<file path="config.mk">
export PLATFORM = sky130hd
export DESIGN_NAME = seg7_scan_driver_flat
export DESIGN_NICKNAME = d
export VERILOG_FILES = /design/src/rtl/seg7_scan_driver_if.sv /design/src/rtl/seg7_scan_driver.sv /design/src/flat_wrapper.sv
export SDC_FILE = /design/constraint.sdc
export NUM_CORES = 1
export LEC_CHECK = 0
export BUFFER_PORTS_ARGS = -buffer_cell sky130_fd_sc_hd__buf_2
export CAP_MARGIN = 10
export CORE_ASPECT_RATIO = 1.25
export CORE_UTILIZATION = 40
export DETAILED_ROUTE_END_ITERATION = 16
export PLACE_DENSITY = 0.72
export SKIP_LAST_GASP = 1
export SLEW_MARGIN = 20
export SYNTH_ARGS = -nofsm -noshare
export SYNTH_HDL_FRONTEND = slang
export SYNTH_SLANG_ARGS = --single-unit
export TNS_END_PERCENT = 20
</file>
<file path="constraint.sdc">
create_clock -name clk -period 1.9 [get_ports clk]
set_input_delay 0.285 -clock clk [delete_from_list [all_inputs] [get_ports clk]]
set_output_delay 0.285 -clock clk [all_outputs]
set_load 0.005 [all_outputs]
</file>
<file path="src/rtl/seg7_scan_driver_if.sv">
// Bus between the counter side and the 7-segment scan driver.
// The master drives the word to show and the display controls. The slave (the driver)
// returns the active-low anode and segment lines and the frame pulse.
interface seg7_scan_driver_if;
  logic [15:0] value;       // word to display
  logic        disp_en;     // 1 = display on
  logic        blank_lz;    // 1 = blank leading zero digits
  logic [3:0]  an;          // anode enables, active-low, an[0] = LS digit
  logic [6:0]  seg;         // segments {g,f,e,d,c,b,a}, active-low
  logic        dp;          // decimal point, active-low (always off)
  logic        frame_tick;  // one-cycle pulse on snapshot load

  modport master (
    output value, disp_en, blank_lz,
    input  an, seg, dp, frame_tick
  );

  modport slave (
    input  value, disp_en, blank_lz,
    output an, seg, dp, frame_tick
  );
endinterface

</file>
<file path="src/rtl/seg7_scan_driver.sv">
// Time-multiplexed 4-digit hex driver for a common-anode 7-segment display.
// A prescaler paces the digit slots. The displayed word is snapshotted once per
// frame (at the end of digit 3) so the digits never tear while the source counts.
module seg7_scan_driver #(
  parameter int REFRESH_DIV = 100000  // clk cycles per digit slot, >= 2
) (
  input  logic               clk,
  input  logic               reset,
  seg7_scan_driver_if.slave  bus
);

  localparam int              PW        = (REFRESH_DIV > 2) ? $clog2(REFRESH_DIV) : 1;
  localparam logic [PW-1:0]   PCNT_LAST = PW'(REFRESH_DIV - 1);

  logic [PW-1:0] pcnt_q, pcnt_d;
  logic [1:0]    idx_q, idx_d;
  logic [15:0]   snap_q, snap_d;
  logic [3:0]    an_q, an_d;
  logic [6:0]    seg_q, seg_d;
  logic          frame_tick_q, frame_tick_d;

  logic          tick;
  logic [3:0]    nib;
  logic          upper_zero;
  logic          blank;

  // Hex digit to active-low gfedcba pattern.
  function automatic logic [6:0] hex7(input logic [3:0] n);
    case (n)
      4'h0:    hex7 = 7'b1000000;
      4'h1:    hex7 = 7'b1111001;
      4'h2:    hex7 = 7'b0100100;
      4'h3:    hex7 = 7'b0110000;
      4'h4:    hex7 = 7'b0011001;
      4'h5:    hex7 = 7'b0010010;
      4'h6:    hex7 = 7'b0000010;
      4'h7:    hex7 = 7'b1111000;
      4'h8:    hex7 = 7'b0000000;
      4'h9:    hex7 = 7'b0010000;
      4'hA:    hex7 = 7'b0001000;
      4'hB:    hex7 = 7'b0000011;
      4'hC:    hex7 = 7'b1000110;
      4'hD:    hex7 = 7'b0100001;
      4'hE:    hex7 = 7'b0000110;
      default: hex7 = 7'b0001110;
    endcase
  endfunction

  assign tick = (pcnt_q == PCNT_LAST);

  // Prescaler, digit index and once-per-frame snapshot of the input word.
  always_comb begin
    // NOTE: every signal gets a default first so no path leaves it unassigned (no latch).
    pcnt_d       = pcnt_q + PW'(1);
    idx_d        = idx_q;
    snap_d       = snap_q;
    frame_tick_d = 1'b0;
    if (tick) begin
      pcnt_d = '0;
      idx_d  = idx_q + 2'd1;
      if (idx_q == 2'd3) begin
        snap_d       = bus.value;
        frame_tick_d = 1'b1;
      end
    end
  end

  // Output stage: decode the current digit, or blank it when off / a leading zero.
  always_comb begin
    nib = snap_q[{idx_q, 2'b00} +: 4];
    case (idx_q)
      2'd1:    upper_zero = (snap_q[15:4]  == 12'h000);
      2'd2:    upper_zero = (snap_q[15:8]  == 8'h00);
      2'd3:    upper_zero = (snap_q[15:12] == 4'h0);
      default: upper_zero = 1'b0;  // digit 0 is never zero-blanked
    endcase
    blank = !bus.disp_en || (bus.blank_lz && upper_zero);
    an_d  = ~(4'b0001 << idx_q);
    seg_d = hex7(nib);
    if (blank) begin
      an_d  = 4'b1111;
      seg_d = 7'b1111111;
    end
  end

  // All state, asynchronously cleared to the dark, idx 0 condition.
  always_ff @(posedge clk or posedge reset) begin
    if (reset) begin
      pcnt_q       <= '0;
      idx_q        <= 2'd0;
      snap_q       <= 16'h0000;
      an_q         <= 4'b1111;
      seg_q        <= 7'b1111111;
      frame_tick_q <= 1'b0;
    end else begin
      // NOTE: non-blocking assignments so every flop samples pre-edge values.
      pcnt_q       <= pcnt_d;
      idx_q        <= idx_d;
      snap_q       <= snap_d;
      an_q         <= an_d;
      seg_q        <= seg_d;
      frame_tick_q <= frame_tick_d;
    end
  end

  assign bus.an         = an_q;
  assign bus.seg        = seg_q;
  assign bus.dp         = 1'b1;
  assign bus.frame_tick = frame_tick_q;

endmodule
</file>
<file path="src/flat_wrapper.sv">
// flat-port wrapper written by rule: the top's interface ports become plain ports
module seg7_scan_driver_flat 
#(
  parameter int REFRESH_DIV = 100000                                    
)
  (clk, reset, bus_value, bus_disp_en, bus_blank_lz, bus_an, bus_seg, bus_dp, bus_frame_tick);
  seg7_scan_driver_if bus_i ();
  input  logic clk;
  input  logic reset;
  input wire logic [$bits(bus_i.value)-1:0] bus_value;
  input wire logic [$bits(bus_i.disp_en)-1:0] bus_disp_en;
  input wire logic [$bits(bus_i.blank_lz)-1:0] bus_blank_lz;
  output wire logic [$bits(bus_i.an)-1:0] bus_an;
  output wire logic [$bits(bus_i.seg)-1:0] bus_seg;
  output wire logic [$bits(bus_i.dp)-1:0] bus_dp;
  output wire logic [$bits(bus_i.frame_tick)-1:0] bus_frame_tick;
  assign bus_i.value = bus_value;
  assign bus_i.disp_en = bus_disp_en;
  assign bus_i.blank_lz = bus_blank_lz;
  assign bus_an = bus_i.an;
  assign bus_seg = bus_i.seg;
  assign bus_dp = bus_i.dp;
  assign bus_frame_tick = bus_i.frame_tick;
  seg7_scan_driver #(.REFRESH_DIV(REFRESH_DIV)) u_core (.clk(clk), .reset(reset), .bus(bus_i));
endmodule
</file>
# Yosys cells after proc, flatten, opt, wreduce, memory -nomap -nowiden
# Memory sizes are Yosys's and may differ from the RTL's.
# Cells that the tools add are included.
[totals]
regBits = 47
output_inout_bits = 13
inputBits = 20
rom_bits = 112
memories = 1
[op_classes]
reduce_logical = 7
n_bitwise = 1
n_shift = 2
add_sub_neg = 2
muxes = 6
eq_ne = 4
[memory_table]
columns = ["memory", "depth", "width", "rd", "rd_clocked_by_memory_dff", "write_ports", "line_no", "rtl"]
rows = [
  ["(name not given)", 16, 7, 1, 0, 0, "seg7_scan_driver.sv:29", "case (n)"],
]
[op_table]
columns = ["op", "count"]
rows = [
  ["adder 17 x 1 -> 17 bit (second input constant)", 1],
  ["equality test 17 bit (second input constant)", 1],
  ["2-to-1 mux 17 bit", 1],
  ["variable part select 16 x 5 -> 4 bit", 1],
  ["logical NOT 12 bit", 1],
  ["logical NOT 8 bit", 1],
  ["2-to-1 mux 7 bit", 1],
  ["equality test 2 bit (second input constant)", 2],
  ["logical NOT 4 bit", 1],
  ["2-to-1 mux 4 bit", 1],
  ["NOT 4 bit", 1],
  ["<< shifter 1 x 2 -> 4 bit (first input constant)", 1],
  ["one-hot mux 1 bit (3 select lines)", 1],
  ["adder 2 x 1 -> 2 bit (second input constant)", 1],
  ["equality test 2 x 1 -> 1 bit (second input constant)", 1],
  ["2-to-1 mux 1 bit", 2],
  ["AND reduction 2 bit", 1],
  ["logical AND 1 bit", 1],
  ["logical NOT 1 bit", 1],
  ["logical OR 1 bit", 1],
]

# Depth between registers and ports, before layout
[depth]
depth_word = 5
mapped_depth = 8
mapped_depth_nobuf = 6

# Worst setup path before layout
# No wires, ideal clock.
[synth_timing]
path_kind = "register -> register"
startpoint = "register u_core.pcnt_q[5]"
endpoint = "register u_core.snap_q[0]"
path_stages_with_launch = 6
path_slack_ns = -0.106
path_buffers = 1
arrival_time_ns = 1.881
period_less_slack_ns = 2.006
required_ns = 1.775
cell_sequence = "dfrtp_1 > or4b_4 > nor4_4 > nand2_2 > buf_6 > mux2_4"
[synth_between]
elab_chain_len = 2
[synth_lines]
columns = ["element", "line_no", "rtl"]
rows = [
  ["start, declared", "seg7_scan_driver.sv:15", "logic [PW-1:0] pcnt_q, pcnt_d;"],
  ["start signal, assigned", "seg7_scan_driver.sv:97", "pcnt_q <= pcnt_d;"],
  ["equality test 17 bit", "seg7_scan_driver.sv:49", "assign tick = (pcnt_q == PCNT_LAST);"],
  ["AND reduction 2 bit (no source line)", "n/a", ""],
  ["end signal, assigned", "seg7_scan_driver.sv:99", "snap_q <= snap_d;"],
  ["end, declared", "seg7_scan_driver.sv:17", "logic [15:0] snap_q, snap_d;"],
]
# No other way between the ends.
# A chain may end at the register's enable or synchronous reset.

# Final worst setup path
[layout_timing]
startpoint = "register u_core.pcnt_q[13]"
endpoint = "register u_core.snap_q[10]"
# The elaborated chain is that of the path after synthesis.

==> results_dict.tcl <==
set metrics [dict create \
    final_common_cell "dfrtp_1" \
    cp_data_arrival_time_ps 2070 \
    fin_crit_sh 0.9982 \
    dieWidth_um 72.21 \
    grt_pass1_wl_mm 8.245 \
    syn_to_final_growth_pct 21.12 \
    yosysUniqueCellTypes 45 \
    via_per_inst 5.127 \
    clkSinkCount 47 \
    start_kind "register" \
    rows 31 \
    yosysSeqAreaShare 0.4827 \
    netlist_area_um2 2465 \
    p_sw_mw 0.4148 \
    synth_ff_type "dfrtp_1" \
    rsz0062_at_grt "yes" \
    cts_htree_levels 2 \
    crit_required_ps 2080 \
    clock_skew_ps 2.559 \
    total_leakage_power_nw 1.333 \
    grt_start_max_net_pins 27 \
    dieArea_um2 6482 \
    syn_inst 200 \
    first_pass_iters 4 \
    synth_fa_ha_area_frac 0.06091 \
    grt_overflow_total 0 \
    cts_hold_buf 0 \
    avgSynthCellArea_um2 12.32 \
    fin_nets 287 \
    diodes 0 \
    clock_latency_ps 290 \
    drt_iter0_drc 77 \
    cp-end-kind "register" \
    dpl.hpwl_mm 3.531 \
    yosysWarnings 0 \
    die_h_um 89.77 \
    maxCapViolCount 0 \
    fin_area_um2 2985 \
    critical_path_class "register to register" \
    cts_made_buffers 5 \
    clock_path_buffers 2 \
    syn-num-nets 232 \
    hold_violations 0 \
    synth_mux_area_frac 0.1675 \
    synth_xor_area_frac 0.06041 \
    pwr-share-comb 0.093 \
    setup_viol 0 \
    power.internal_mw 1.387 \
    fmax_ghz 0.5273 \
    synth_edf_count 0 \
    gp_congestion 0.8064 \
    ys_ff_latch 47 \
    critPathMaxFanout 16 \
    drc_errors 0 \
    initial_core_util 0.4209 \
    wl_mm 4.816 \
    grt_pass1_vias 1732 \
    tns_ps 0 \
    drv_slew 0 \
    num_io_pins 33 \
    grt_usage 0.1617 \
    async_reset_ff_frac 1.000 \
    drive_gt1_frac 0.3945 \
    synth_top_family_by_area "multiplexers" \
    drtAntennaViolNets 0 \
    cts_tree "done" \
    status "finished clean" \
    power_density_nw_per_um2 603.7 \
    num_vias 1733 \
    clockPowerShare 0.317 \
    final_cell_mix "dfrtp_1, buf_2, buf_4" \
    synth_simple_gate_area_share 0.1487 \
    clk_pin_slew_ps 80 \
    placed_cell_area_um2 2860 \
    portBuffers 31 \
    core-area_um2 5857 \
    cts_root_buffer "clkbuf_8" \
    synth_compound_area_frac 0.05076 \
    period_minus_slack_ps 1897 \
    p_sw_frac 0.2302 \
    antenna_found_initial 0 \
    routedWlPerCell_um 14.25 \
    seqPwrFrac 0.590 \
    hold_path_class "primary input to async pin" \
    vdd_drop_max_mv 0.4046 \
    whs_ps 0.1958 \
]
cell type report:
type | count | area, um^2
fill | 520 | 2872
multi-input combinational | 140 | 1235
sequential | 47 | 1191
timing repair buffer | 53 | 345.3
tap | 82 | 102.6
clock buffer | 7 | 76.32
inverter | 8 | 30.03
clock inverter | 1 | 5.005
final timing paths:
path	cells after the start	slack, ps	start	to
setup / recovery	5	3	u_core.pcnt_q[13]	u_core.snap_q[10]
hold / removal	2	0.2	reset	u_core.snap_q[8]
setup reg to reg	5	3	u_core.pcnt_q[13]	u_core.snap_q[10]
hold reg to reg	1	490	u_core.pcnt_q[12]	u_core.pcnt_q[12]
max in group asynchronous	3	1330	reset	u_core.bus.seg[1]
min in group clk	2	200	bus_value[11]	u_core.snap_q[11]
state kept, by name (all words and copies together) (netlist names):
register / flops
u_core.pcnt_q: 17
u_core.bus.seg: 7
u_core.bus.frame_tick: 1
u_core.snap_q: 16
u_core.idx_q: 2
u_core.bus.an: 4
what timing repair did:
action                     in CTS  in global routing
gates cloned                    0                  1
setup buffers                   1                  1
setup endpoints to repair       5                 22
pin swaps                       1                  3
gates resized for setup         0                  9
through the flow:
stage	total power [mW]	util	std cells	setup slack, ps
after floorplan	1.175	-	200	-103.2
after global placement	1.239	0.4884	327	32.68
after detailed placement	1.244	0.4884	327	5.993
after CTS	1.827	0.5035	336	-0.4821
after global routing	1.904	0.5097	338	-68.32
final	1.802	0.5097	338	3.413
power by group through the flow:
| stage | logic, mW | registers, mW | clock network [mW] |
|---|---|---|---|
| global placement | 0.159 | 1.08 | 0 |
| detailed placement | 0.162 | 1.08 | 0 |
| floorplan | 0.0989 | 1.08 | 0 |
| CTS | 0.163 | 1.06 | 0.602 |
| finish | 0.167 | 1.06 | 0.572 |
| global route | 0.186 | 1.07 | 0.650 |
synthesized netlist by cell type (all sizes together), types with 3 or more instances:
cell type	instances	area share
dfrtp	36	0.37
mux2	20	0.11
nand2	13	0.021
ha	12	0.061
dfstp	11	0.12
nor2	9	0.014
xnor2	9	0.032
inv	8	0.012
xor2	8	0.028
mux2i	6	0.024
nand3	6	0.012
nor4	6	0.021
a21oi	5	0.010
buf	5	0.014
nand4	5	0.013
mux4	4	0.037
and4	3	0.011
nor3	3	0.0061
o21ai	3	0.0061
or3	3	0.0076
cells by family (layout without fill, tap and decap cells):
| logic type | count (synthesis) | after routing |
|---|---|---|
| buf+inv | 14 | 69 |
| simple gates | 61 | 61 |
| other cells | 1 | 1 |
| fa+ha+maj | 12 | 12 |
| compound gates | 18 | 18 |
| flops | 47 | 47 |
| mux | 30 | 31 |
| xor+xnor | 17 | 17 |
worst max-delay path: stages (launching register included):
cell	delay (ps)
dfrtp_1	380
or4bb_1	550
nor4_4	270
nand2_2	100
buf_12	170
mux2_1	310
metal layers:
layer / track usage / vias up / share of wire
li1: - / 834 / -
met1: 0.2168 / 845 / 0.45
met2: 0.2492 / 46 / 0.49
met3: 0.03924 / 8 / 0.042
met4: 0.06536 / 0 / 0.019
met5: 0 / - / 0
No activity file was read; power rests on OpenSTA's default activity.
